### src/rtl/alu_reg_sequencer.sv
// alu_reg_sequencer
// Command-driven controller that sequences an external W-bit ALU and a multi-function
// register as an accumulator datapath. It accepts one command at a time and issues exactly
// one register strobe per cycle. MUL is a fixed-length Horner shift-add (1 + 2W strobe
// cycles). The new accumulator value is returned over a valid/ready response channel.
//
// Ports
//   clk, rst                 rising-edge clock, synchronous active-high reset
//   cmd_valid/ready          command handshake; cmd_op, cmd_oc, cmd_data carry the command
//   rsp_valid/ready          response handshake; rsp_data is the accumulator after the command
//   busy                     high whenever the controller is not idle
//   alu_oc, alu_a, alu_b     ALU operands; alu_f is the ALU result
//   reg_cl..reg_il, reg_in   register controls and parallel-load data; reg_out is the accumulator
module alu_reg_sequencer #(
    parameter int unsigned W      = 4,
    parameter logic [2:0]  OC_ADD = 3'b000
) (
    input  logic         clk,
    input  logic         rst,
    input  logic         cmd_valid,
    output logic         cmd_ready,
    input  logic [2:0]   cmd_op,
    input  logic [2:0]   cmd_oc,
    input  logic [W-1:0] cmd_data,
    output logic         rsp_valid,
    input  logic         rsp_ready,
    output logic [W-1:0] rsp_data,
    output logic         busy,
    output logic [2:0]   alu_oc,
    output logic [W-1:0] alu_a,
    output logic [W-1:0] alu_b,
    input  logic [W-1:0] alu_f,
    output logic         reg_cl,
    output logic         reg_ld,
    output logic         reg_inc,
    output logic         reg_dec,
    output logic         reg_sr,
    output logic         reg_ir,
    output logic         reg_sl,
    output logic         reg_il,
    output logic [W-1:0] reg_in,
    input  logic [W-1:0] reg_out
);

    localparam int unsigned CW = (W > 1) ? $clog2(W) : 1;

    localparam logic [2:0] OpMul  = 3'd0;
    localparam logic [2:0] OpClr  = 3'd1;
    localparam logic [2:0] OpLoad = 3'd2;
    localparam logic [2:0] OpInc  = 3'd3;
    localparam logic [2:0] OpDec  = 3'd4;
    localparam logic [2:0] OpShl  = 3'd5;
    localparam logic [2:0] OpShr  = 3'd6;
    localparam logic [2:0] OpAlu  = 3'd7;

    typedef enum logic [2:0] {StIdle, StExec, StMclr, StMshl, StMadd, StResp} state_e;

    state_e          state_q;
    logic [W-1:0]    data_q;
    logic [W-1:0]    m_q;
    logic [CW-1:0]   bit_q;

    // Registered strobes/selects: each is set on the edge that enters the state it belongs to,
    // so they are high for exactly that state's cycle.
    logic            cl_q, ld_q, inc_q, dec_q, sr_q, sl_q, ir_q, il_q;
    logic [2:0]      alu_oc_q;
    logic [W-1:0]    alu_b_q;
    logic [W-1:0]    in_data_q;
    logic            a_from_acc_q;
    logic            in_from_alu_q;

    always_ff @(posedge clk) begin
        if (rst) begin
            state_q       <= StIdle;
            data_q        <= '0;
            m_q           <= '0;
            bit_q         <= '0;
            cl_q          <= 1'b0;
            ld_q          <= 1'b0;
            inc_q         <= 1'b0;
            dec_q         <= 1'b0;
            sr_q          <= 1'b0;
            sl_q          <= 1'b0;
            ir_q          <= 1'b0;
            il_q          <= 1'b0;
            alu_oc_q      <= '0;
            alu_b_q       <= '0;
            in_data_q     <= '0;
            a_from_acc_q  <= 1'b0;
            in_from_alu_q <= 1'b0;
        end else begin
            cl_q          <= 1'b0;
            ld_q          <= 1'b0;
            inc_q         <= 1'b0;
            dec_q         <= 1'b0;
            sr_q          <= 1'b0;
            sl_q          <= 1'b0;
            ir_q          <= 1'b0;
            il_q          <= 1'b0;
            alu_oc_q      <= '0;
            alu_b_q       <= '0;
            in_data_q     <= '0;
            a_from_acc_q  <= 1'b0;
            in_from_alu_q <= 1'b0;
            unique case (state_q)
                StIdle: begin
                    if (cmd_valid) begin
                        data_q <= cmd_data;
                        m_q    <= reg_out;
                        if (cmd_op == OpMul) begin
                            state_q <= StMclr;
                            cl_q    <= 1'b1;
                            bit_q   <= CW'(W - 1);
                        end else begin
                            state_q <= StExec;
                            case (cmd_op)
                                OpClr:  cl_q <= 1'b1;
                                OpLoad: begin
                                    ld_q      <= 1'b1;
                                    in_data_q <= cmd_data;
                                end
                                OpInc:  inc_q <= 1'b1;
                                OpDec:  dec_q <= 1'b1;
                                OpShl:  begin
                                    sl_q <= 1'b1;
                                    il_q <= cmd_data[0];
                                end
                                OpShr:  begin
                                    sr_q <= 1'b1;
                                    ir_q <= cmd_data[0];
                                end
                                OpAlu:  begin
                                    ld_q          <= 1'b1;
                                    alu_oc_q      <= cmd_oc;
                                    alu_b_q       <= cmd_data;
                                    a_from_acc_q  <= 1'b1;
                                    in_from_alu_q <= 1'b1;
                                end
                                default: ;
                            endcase
                        end
                    end
                end
                StExec: state_q <= StResp;
                StMclr: begin
                    state_q <= StMshl;
                    sl_q    <= 1'b1;
                end
                StMshl: begin
                    // acc <= 2*acc + (data[i] ? M : 0), MSB first
                    state_q       <= StMadd;
                    ld_q          <= 1'b1;
                    alu_oc_q      <= OC_ADD;
                    alu_b_q       <= data_q[bit_q] ? m_q : '0;
                    a_from_acc_q  <= 1'b1;
                    in_from_alu_q <= 1'b1;
                end
                StMadd: begin
                    if (bit_q == '0) begin
                        state_q <= StResp;
                    end else begin
                        bit_q   <= bit_q - CW'(1);
                        state_q <= StMshl;
                        sl_q    <= 1'b1;
                    end
                end
                StResp: begin
                    if (rsp_ready) begin
                        state_q <= StIdle;
                    end
                end
                default: state_q <= StIdle;
            endcase
        end
    end

    assign cmd_ready = (state_q == StIdle) && !rst;
    assign busy      = (state_q != StIdle);
    assign rsp_valid = (state_q == StResp);
    // No strobes fire in RESP, so reg_out is stable while the response is held.
    assign rsp_data  = (state_q == StResp) ? reg_out : '0;

    assign reg_cl  = cl_q;
    assign reg_ld  = ld_q;
    assign reg_inc = inc_q;
    assign reg_dec = dec_q;
    assign reg_sr  = sr_q;
    assign reg_ir  = ir_q;
    assign reg_sl  = sl_q;
    assign reg_il  = il_q;
    assign alu_oc  = alu_oc_q;
    assign alu_a   = a_from_acc_q ? reg_out : '0;
    assign alu_b   = alu_b_q;
    assign reg_in  = in_from_alu_q ? alu_f : in_data_q;

endmodule
### config.mk
export PLATFORM = sky130hd
export DESIGN_NAME = alu_reg_sequencer
export DESIGN_NICKNAME = d
export VERILOG_FILES = /design/src/rtl/alu_reg_sequencer.sv
export SDC_FILE = /design/constraint.sdc
export NUM_CORES = 1
export LEC_CHECK = 0
export BUFFER_PORTS_ARGS = -buffer_cell sky130_fd_sc_hd__buf_4
export CORE_ASPECT_RATIO = 0.5
export CORE_MARGIN = 2
export CORE_UTILIZATION = 35
export CTS_CLUSTER_SIZE = 16
export DETAILED_ROUTE_END_ITERATION = 8
export GPL_TIMING_DRIVEN = 0
export HOLD_SLACK_MARGIN = 0.12
export MAX_ROUTING_LAYER = met4
export RECOVER_POWER = 50
export SETUP_SLACK_MARGIN = 0.05
export SLEW_MARGIN = 10
export SYNTH_ARGS = -nofsm -noshare
export SYNTH_HDL_FRONTEND = slang
export SYNTH_SLANG_ARGS = --single-unit
### constraint.sdc
create_clock -name clk -period 2.95 [get_ports clk]
set_input_delay 0.885 -clock clk [delete_from_list [all_inputs] [get_ports clk]]
set_output_delay 0.885 -clock clk [all_outputs]
set_load 0.03 [all_outputs]
==> flow_summary_export.csv, run 1 <==
group,metric,value,unit
cts,root_buffer,"clkbuf_8",
timing,fmax,0.372,GHz
critical_path,cpLargestDelayFamily,"buffers and inverters",
synth,synth_area,1410,um^2
placement,numPortBuffers,48,
synth,muxShareOfSynthArea,0.0549,
worst_hold_path,hp-start,"m_q[1]$_SDFFE_PP0N_",
timing,min_period_over_period,0.912,
placement,dp.cells,248,
synth,async_flop_share,0,
synth,syn-num-nets,169,
timing,fin_skew,0.00495,ns
layout,area_delta_synth_final,30.5,%
critical_path,worstSetupEndpointType,"primary output",
critical_path,cp_max_fo,10,
critical_path,slowest_stage,"clkbuf_1",
job,maxCapViolations,0,
synth,synth_top_family_by_area,"simple AND/OR/NAND/NOR gates",
critical_path,path_buf_inv,3,
global_routing,gr-total-overflow,0,
synth,synth_fa_ha_area_frac,0.0159,
synth,synth_xor_area_frac,0.0124,
placement,post_dp_cell_area,1840,um^2
critical_path,reg2regPathDepth,4,
timing,rsz0062_at_grt,"no",
timing,setup_tns,0,ns
timing,worst_slack,0.260,ns
layout,final_cell_mix,"33 x dfxtp_1, 32 x buf_4, 26 x clkbuf_1",
detailed_routing,routed_via_density,4.72,
global_routing,grt_pass1_wl,5090,um
power,leakage,0.737,nW
layout,layout_commonest_cell,"dfxtp_1",
synth,synth_area_per_cell,9.68,um^2
detailed_routing,num_vias,1208,
detailed_routing,drc,0,
synth,ys.flop_type,"dfxtp_1",
floorplan,fp-row-count,16,
placement,hpwl,2440,um
worst_hold_path,hp-class,"reg -> reg",
timing,setup_violations,0,
floorplan,start_util,0.364,
global_routing,grt_max_degree,12,
power,pwr_density_cell,549,nW/um^2
global_routing,antenna_found_initial,0,
layout,finalNetCount,224,
synth,synth_top_cell_by_area,"dfxtp_1",
cts,clk_latency,0.28,ns
timing,layout_min_cycle_time,2.69,ns
synth,synth_edf_count,0,
floorplan,io_pins,52,
layout,antennaDiodeCount,0,
detailed_routing,drtPass1Iterations,4,
critical_path,regToRegSetupSlack,1.05,ns
synth,synth_cells,146,
critical_path,r2r_end,"reg_il$_SDFF_PP0_",
critical_path,arrival,1.81,ns
critical_path,path_cells,"clkbuf_1 -> clkbuf_2 -> nor2_1 -> buf_4",
global_routing,grt_usage,0.153,
critical_path,setup.worst_path.start,"rst",
synth,yosysSeqAreaShare,0.467,
layout,num-fill-cells,387,
cts,cts.path.max_buffers,2,
layout,fin_area,1850,um^2
cts,clkSinkCount,33,
floorplan,die_x,93.9,um
placement,dpl_worst_slack,0.0775,ns
critical_path,cp-start-kind,"input port",
cts,clkTransAtPathRegs,0.07,ns
critical_path,r2r_start,"state_q[0]$_SDFFE_PP0P_",
floorplan,core,3880,um^2
synth,ys_ff_latch,33,
floorplan,die_h,48.9,um
synth,yosys.area_share.simple,0.279,
synth,synth_compound_area_frac,0.121,
synth,yosysTopAreaCellShare,0.467,
cts,cts_tree,"yes",
power,finalPower,0.00101,W
synth,ys_top_cells_by_area,"dfxtp_1 47%, and2_1 6.6%, nand2_1 4.8%",
cts,cts_setup_buffers,0,
layout,layout-drive-gt1-share,0.248,
cts,numCtsBuffers,5,
power,ir_worst_vdd,0.000214,V
placement,gp_congestion,0.833,
worst_hold_path,hold_path_end,"m_q[1]$_SDFFE_PP0N_",
layout,stdcell_count,256,
detailed_routing,routed_wirelength,3280,um
global_routing,first_global_vias,1087,
detailed_routing,avgRoutedWirePerCell,12.8,um
timing,worst_slew_pin_slew,0.540,ns
synth,ys.warnings.count,0,
timing,slew_headroom,0.635,
critical_path,slowest_delay,0.33,ns
detailed_routing,drt_iter0_drc,55,
synth,synth_cell_types,39,
worst_hold_path,whs_path_depth,2,
timing,finalMaxSlewViolations,0,
run_status,status,"completed",
floorplan,die-area,4590,um^2
cts,h-tree-depth,2,
timing,hold_viol_final,0,
critical_path,crit_required,2.07,ns
detailed_routing,ant_nets,0,
critical_path,crit_type,"in -> out",
==> worst max-delay path by stage <==
stage	to	slack, ns	depth (start not counted)
after detailed placement	cmd_ready	0.08	4
after CTS	cmd_ready	0.08	4
after floorplan	cmd_ready	0.36	3
after global placement	cmd_ready	0.11	4
after global routing	cmd_ready	0.16	4
final	cmd_ready	0.26	4
==> sequential cells by signal, summed over array words and instances (netlist names) <==
| register | flops |
|---|---|
| reg_sr | 1 |
| reg_inc | 1 |
| alu_b | 4 |
| reg_cl | 1 |
| reg_dec | 1 |
| alu_oc | 3 |
| reg_ir | 1 |
| data_q | 4 |
| reg_ld | 1 |
| bit_q | 2 |
| in_from_alu_q | 1 |
| m_q | 4 |
| reg_sl | 1 |
| reg_il | 1 |
| state_q | 3 |
| in_data_q | 4 |
==> cell type report <==
type	instances	area, um^2	area share
plain buffers	11	42.5	0.0231
flip-flops and latches	33	661	0.358
clock buffers	5	68.8	0.0373
inverters	5	18.8	0.0102
repair buffers	48	300	0.163
multi-input cells	97	669	0.363
clock inverters	3	17.5	0.00949
well taps	54	67.6	0.0366
==> worst reg2reg max path: cells and delay by family, from the launching register on <==
kind	cells	cell delay, ns
flip-flops	1	0.36
buffers and inverters	1	0.45
AND/OR/NAND/NOR	3	1.00
==> per-layer routing <==
layer  wire length [um]  up-vias  track usage
met2               1390       37        0.212
met5                  0        -            -
met4                 38        0       0.0580
met3                220        4       0.0541
li1                   -      618            -
met1               1630      549        0.204
==> synthesized netlist by cell type, types with 2 or more instances <==
master	count
a21oi_1	11
inv_1	5
and2_1	15
nor4_1	2
nor3_1	3
a211oi_1	5
a22o_1	4
dfxtp_1	33
mux2_2	4
nor2_1	4
nor4b_2	2
clkbuf_1	8
buf_2	2
o21a_1	3
nand2_1	18
nor4_2	2
nand4b_1	2
xor2_1	2
==> what timing repair did <==
| item | CTS | global route |
|---|---|---|
| hold buffers | 0 | 0 |
| resized for setup | 0 | 2 |
| endpoints found under the setup margin | 0 | 1 |
==> power breakdown <==
part,internal [W],switching (W)
logic,0.0000789,0.000125
registers,0.000467,0.0000146
clock network,0.000162,0.000164
total,0.000708,0.000304
==> cell families (layout without fill, tap and decap cells) <==
kind of cell / count (synthesis) / count (layout)
XOR/XNOR: 2 / 2
AND/OR/NAND/NOR: 61 / 61
adder cells (fa/ha/maj): 2 / 2
flip-flops: 33 / 33
multiplexers: 6 / 6
AO/OA/AOI/OAI: 26 / 26
buffers and inverters: 16 / 72
==> stage by stage <==
step	util	hold WS (ns)
floorplan	-	0.433
global placement	0.474	0.441
detailed placement	0.474	0.447
CTS	0.496	0.457
global route	0.475	0.479
finish	0.475	0.460
Note: power is estimated with default switching activity, not from simulation.
==> run 2: changes to the inputs <==
- CORE_UTILIZATION: 35 -> 52
- PLACE_DENSITY: default -> 0.86
==> run 2 against run 1 <==
Critical path depth is the same; first-iteration DRC count shrank 38%; sequential power is essentially flat; cell count shrank 6.6%; setup slack gained 0.021 ns; wire length grew 5.1%; utilization grew 24 points; clock skew grew 0.00066 ns; sequential cell count is the same; via count grew 6.3%.
==> flow_summary_export.csv, run 2 (synthesis results as in run 1) <==
group,metric,value,unit
cts,root_buffer,"clkbuf_8",
layout,finalNetCount,224,
worst_hold_path,whs_path_depth,2,
detailed_routing,routed_wirelength,3440,um
timing,hold_viol_final,0,
critical_path,r2r_start,"state_q[0]$_SDFFE_PP0P_",
worst_hold_path,hp-start,"data_q[0]$_SDFFE_PP0N_",
timing,fmax,0.375,GHz
critical_path,path_cells,"clkbuf_1 -> clkbuf_2 -> nor2_1 -> buf_4",
detailed_routing,num_vias,1284,
floorplan,start_util,0.547,
job,maxCapViolations,0,
power,ir_worst_vdd,0.000360,V
cts,clkSinkCount,33,
detailed_routing,avgRoutedWirePerCell,14.4,um
global_routing,grt_max_degree,11,
global_routing,grt_usage,0.230,
critical_path,r2r_end,"reg_ir$_SDFF_PP0_",
timing,worst_slew_pin_slew,0.570,ns
critical_path,slowest_stage,"clkbuf_2",
critical_path,regToRegSetupSlack,1.03,ns
power,pwr_density_cell,577,nW/um^2
placement,gp_congestion,0.784,
detailed_routing,routed_via_density,5.37,
critical_path,crit_type,"in -> out",
critical_path,crit_required,2.07,ns
placement,post_dp_cell_area,1820,um^2
cts,cts_setup_buffers,0,
power,leakage,0.747,nW
layout,final_cell_mix,"33 x dfxtp_1, 32 x buf_4, 26 x clkbuf_1",
timing,setup_tns,0,ns
floorplan,fp-row-count,13,
critical_path,cp-start-kind,"input port",
cts,numCtsBuffers,5,
global_routing,first_global_vias,1113,
floorplan,die_h,40.9,um
cts,cts_tree,"yes",
timing,finalMaxSlewViolations,0,
cts,clkTransAtPathRegs,0.06,ns
cts,h-tree-depth,2,
layout,area_delta_synth_final,30.6,%
timing,slew_headroom,0.615,
timing,setup_violations,0,
critical_path,cp_max_fo,10,
placement,numPortBuffers,48,
timing,min_period_over_period,0.905,
floorplan,die_x,77.7,um
run_status,status,"completed",
critical_path,timing.critical_path.to,"cmd_ready",
detailed_routing,ant_nets,0,
placement,hpwl,2470,um
global_routing,gr-total-overflow,0,
critical_path,arrival,1.78,ns
timing,layout_min_cycle_time,2.67,ns
detailed_routing,drt_iter0_drc,34,
detailed_routing,drtPass1Iterations,4,
global_routing,grt_pass1_wl,5140,um
critical_path,slowest_delay,0.33,ns
cts,cts.path.max_buffers,2,
floorplan,io_pins,52,
cts,clk_latency,0.29,ns
layout,antennaDiodeCount,0,
timing,rsz0062_at_grt,"no",
floorplan,die-area,3180,um^2
floorplan,core,2590,um^2
timing,fin_skew,0.00561,ns
global_routing,antenna_found_initial,0,
layout,final_core_util,0.714,
critical_path,reg2regPathDepth,4,
critical_path,setup.worst_path.start,"rst",
layout,fin_area,1850,um^2
critical_path,worstSetupEndpointType,"primary output",
layout,layout_commonest_cell,"dfxtp_1",
worst_hold_path,hp-class,"reg -> reg",
layout,layout-drive-gt1-share,0.252,
detailed_routing,drc,0,
[run 2: what timing repair did]
item	in CTS	in global routing
hold buffers	0	0
resized for setup	0	2
endpoints found under the setup margin	0	1
[run 2: worst min-delay path by stage]
stage	end	slack, ns
after CTS	data_q[0]$_SDFFE_PP0N_	0.46
after detailed placement	data_q[0]$_SDFFE_PP0N_	0.45
after global placement	data_q[2]$_SDFFE_PP0N_	0.44
final	data_q[0]$_SDFFE_PP0N_	0.46
after global routing	data_q[1]$_SDFFE_PP0N_	0.47
after floorplan	data_q[2]$_SDFFE_PP0N_	0.43
[run 2: per-layer routing]
metal  GRT usage  vias up  share of wire
li1            -      621              -
met1       0.265      608           0.46
met2       0.392       48           0.46
met3      0.0793        7          0.074
met4      0.0848        0          0.013
met5           -        -              0
[run 2: through the flow]
step	worst slack (ns)	instances	power [W]	hold WS [ns]
final	0.281	239	0.00107	0.456
after global routing	0.199	239	0.00110	0.473
after CTS	0.128	239	0.00107	0.458
after detailed placement	0.130	231	0.000705	0.449
after global placement	0.127	231	0.000699	0.441
after floorplan	0.362	146	0.000632	0.433
[run 2: final cells by class]
| type | count | area [um^2] |
|---|---|---|
| fill | 205 | 739 |
| multi-input combinational | 97 | 677 |
| sequential | 33 | 661 |
| timing repair buffer | 48 | 300 |
| clock buffer | 7 | 96.3 |
| tap | 37 | 46.3 |
| buffer | 11 | 42.5 |
| inverter | 5 | 18.8 |
| clock inverter | 1 | 5.00 |
[run 2: power breakdown]
part           switching (W)  internal, W
registers          0.0000158     0.000467
logic               0.000128    0.0000793
clock network       0.000165     0.000211
total               0.000309     0.000757
[run 2: critical path, delay by kind of cell]
family                 cells  cell delay, ns
buffers and inverters      3            0.82
AND/OR/NAND/NOR            1            0.08
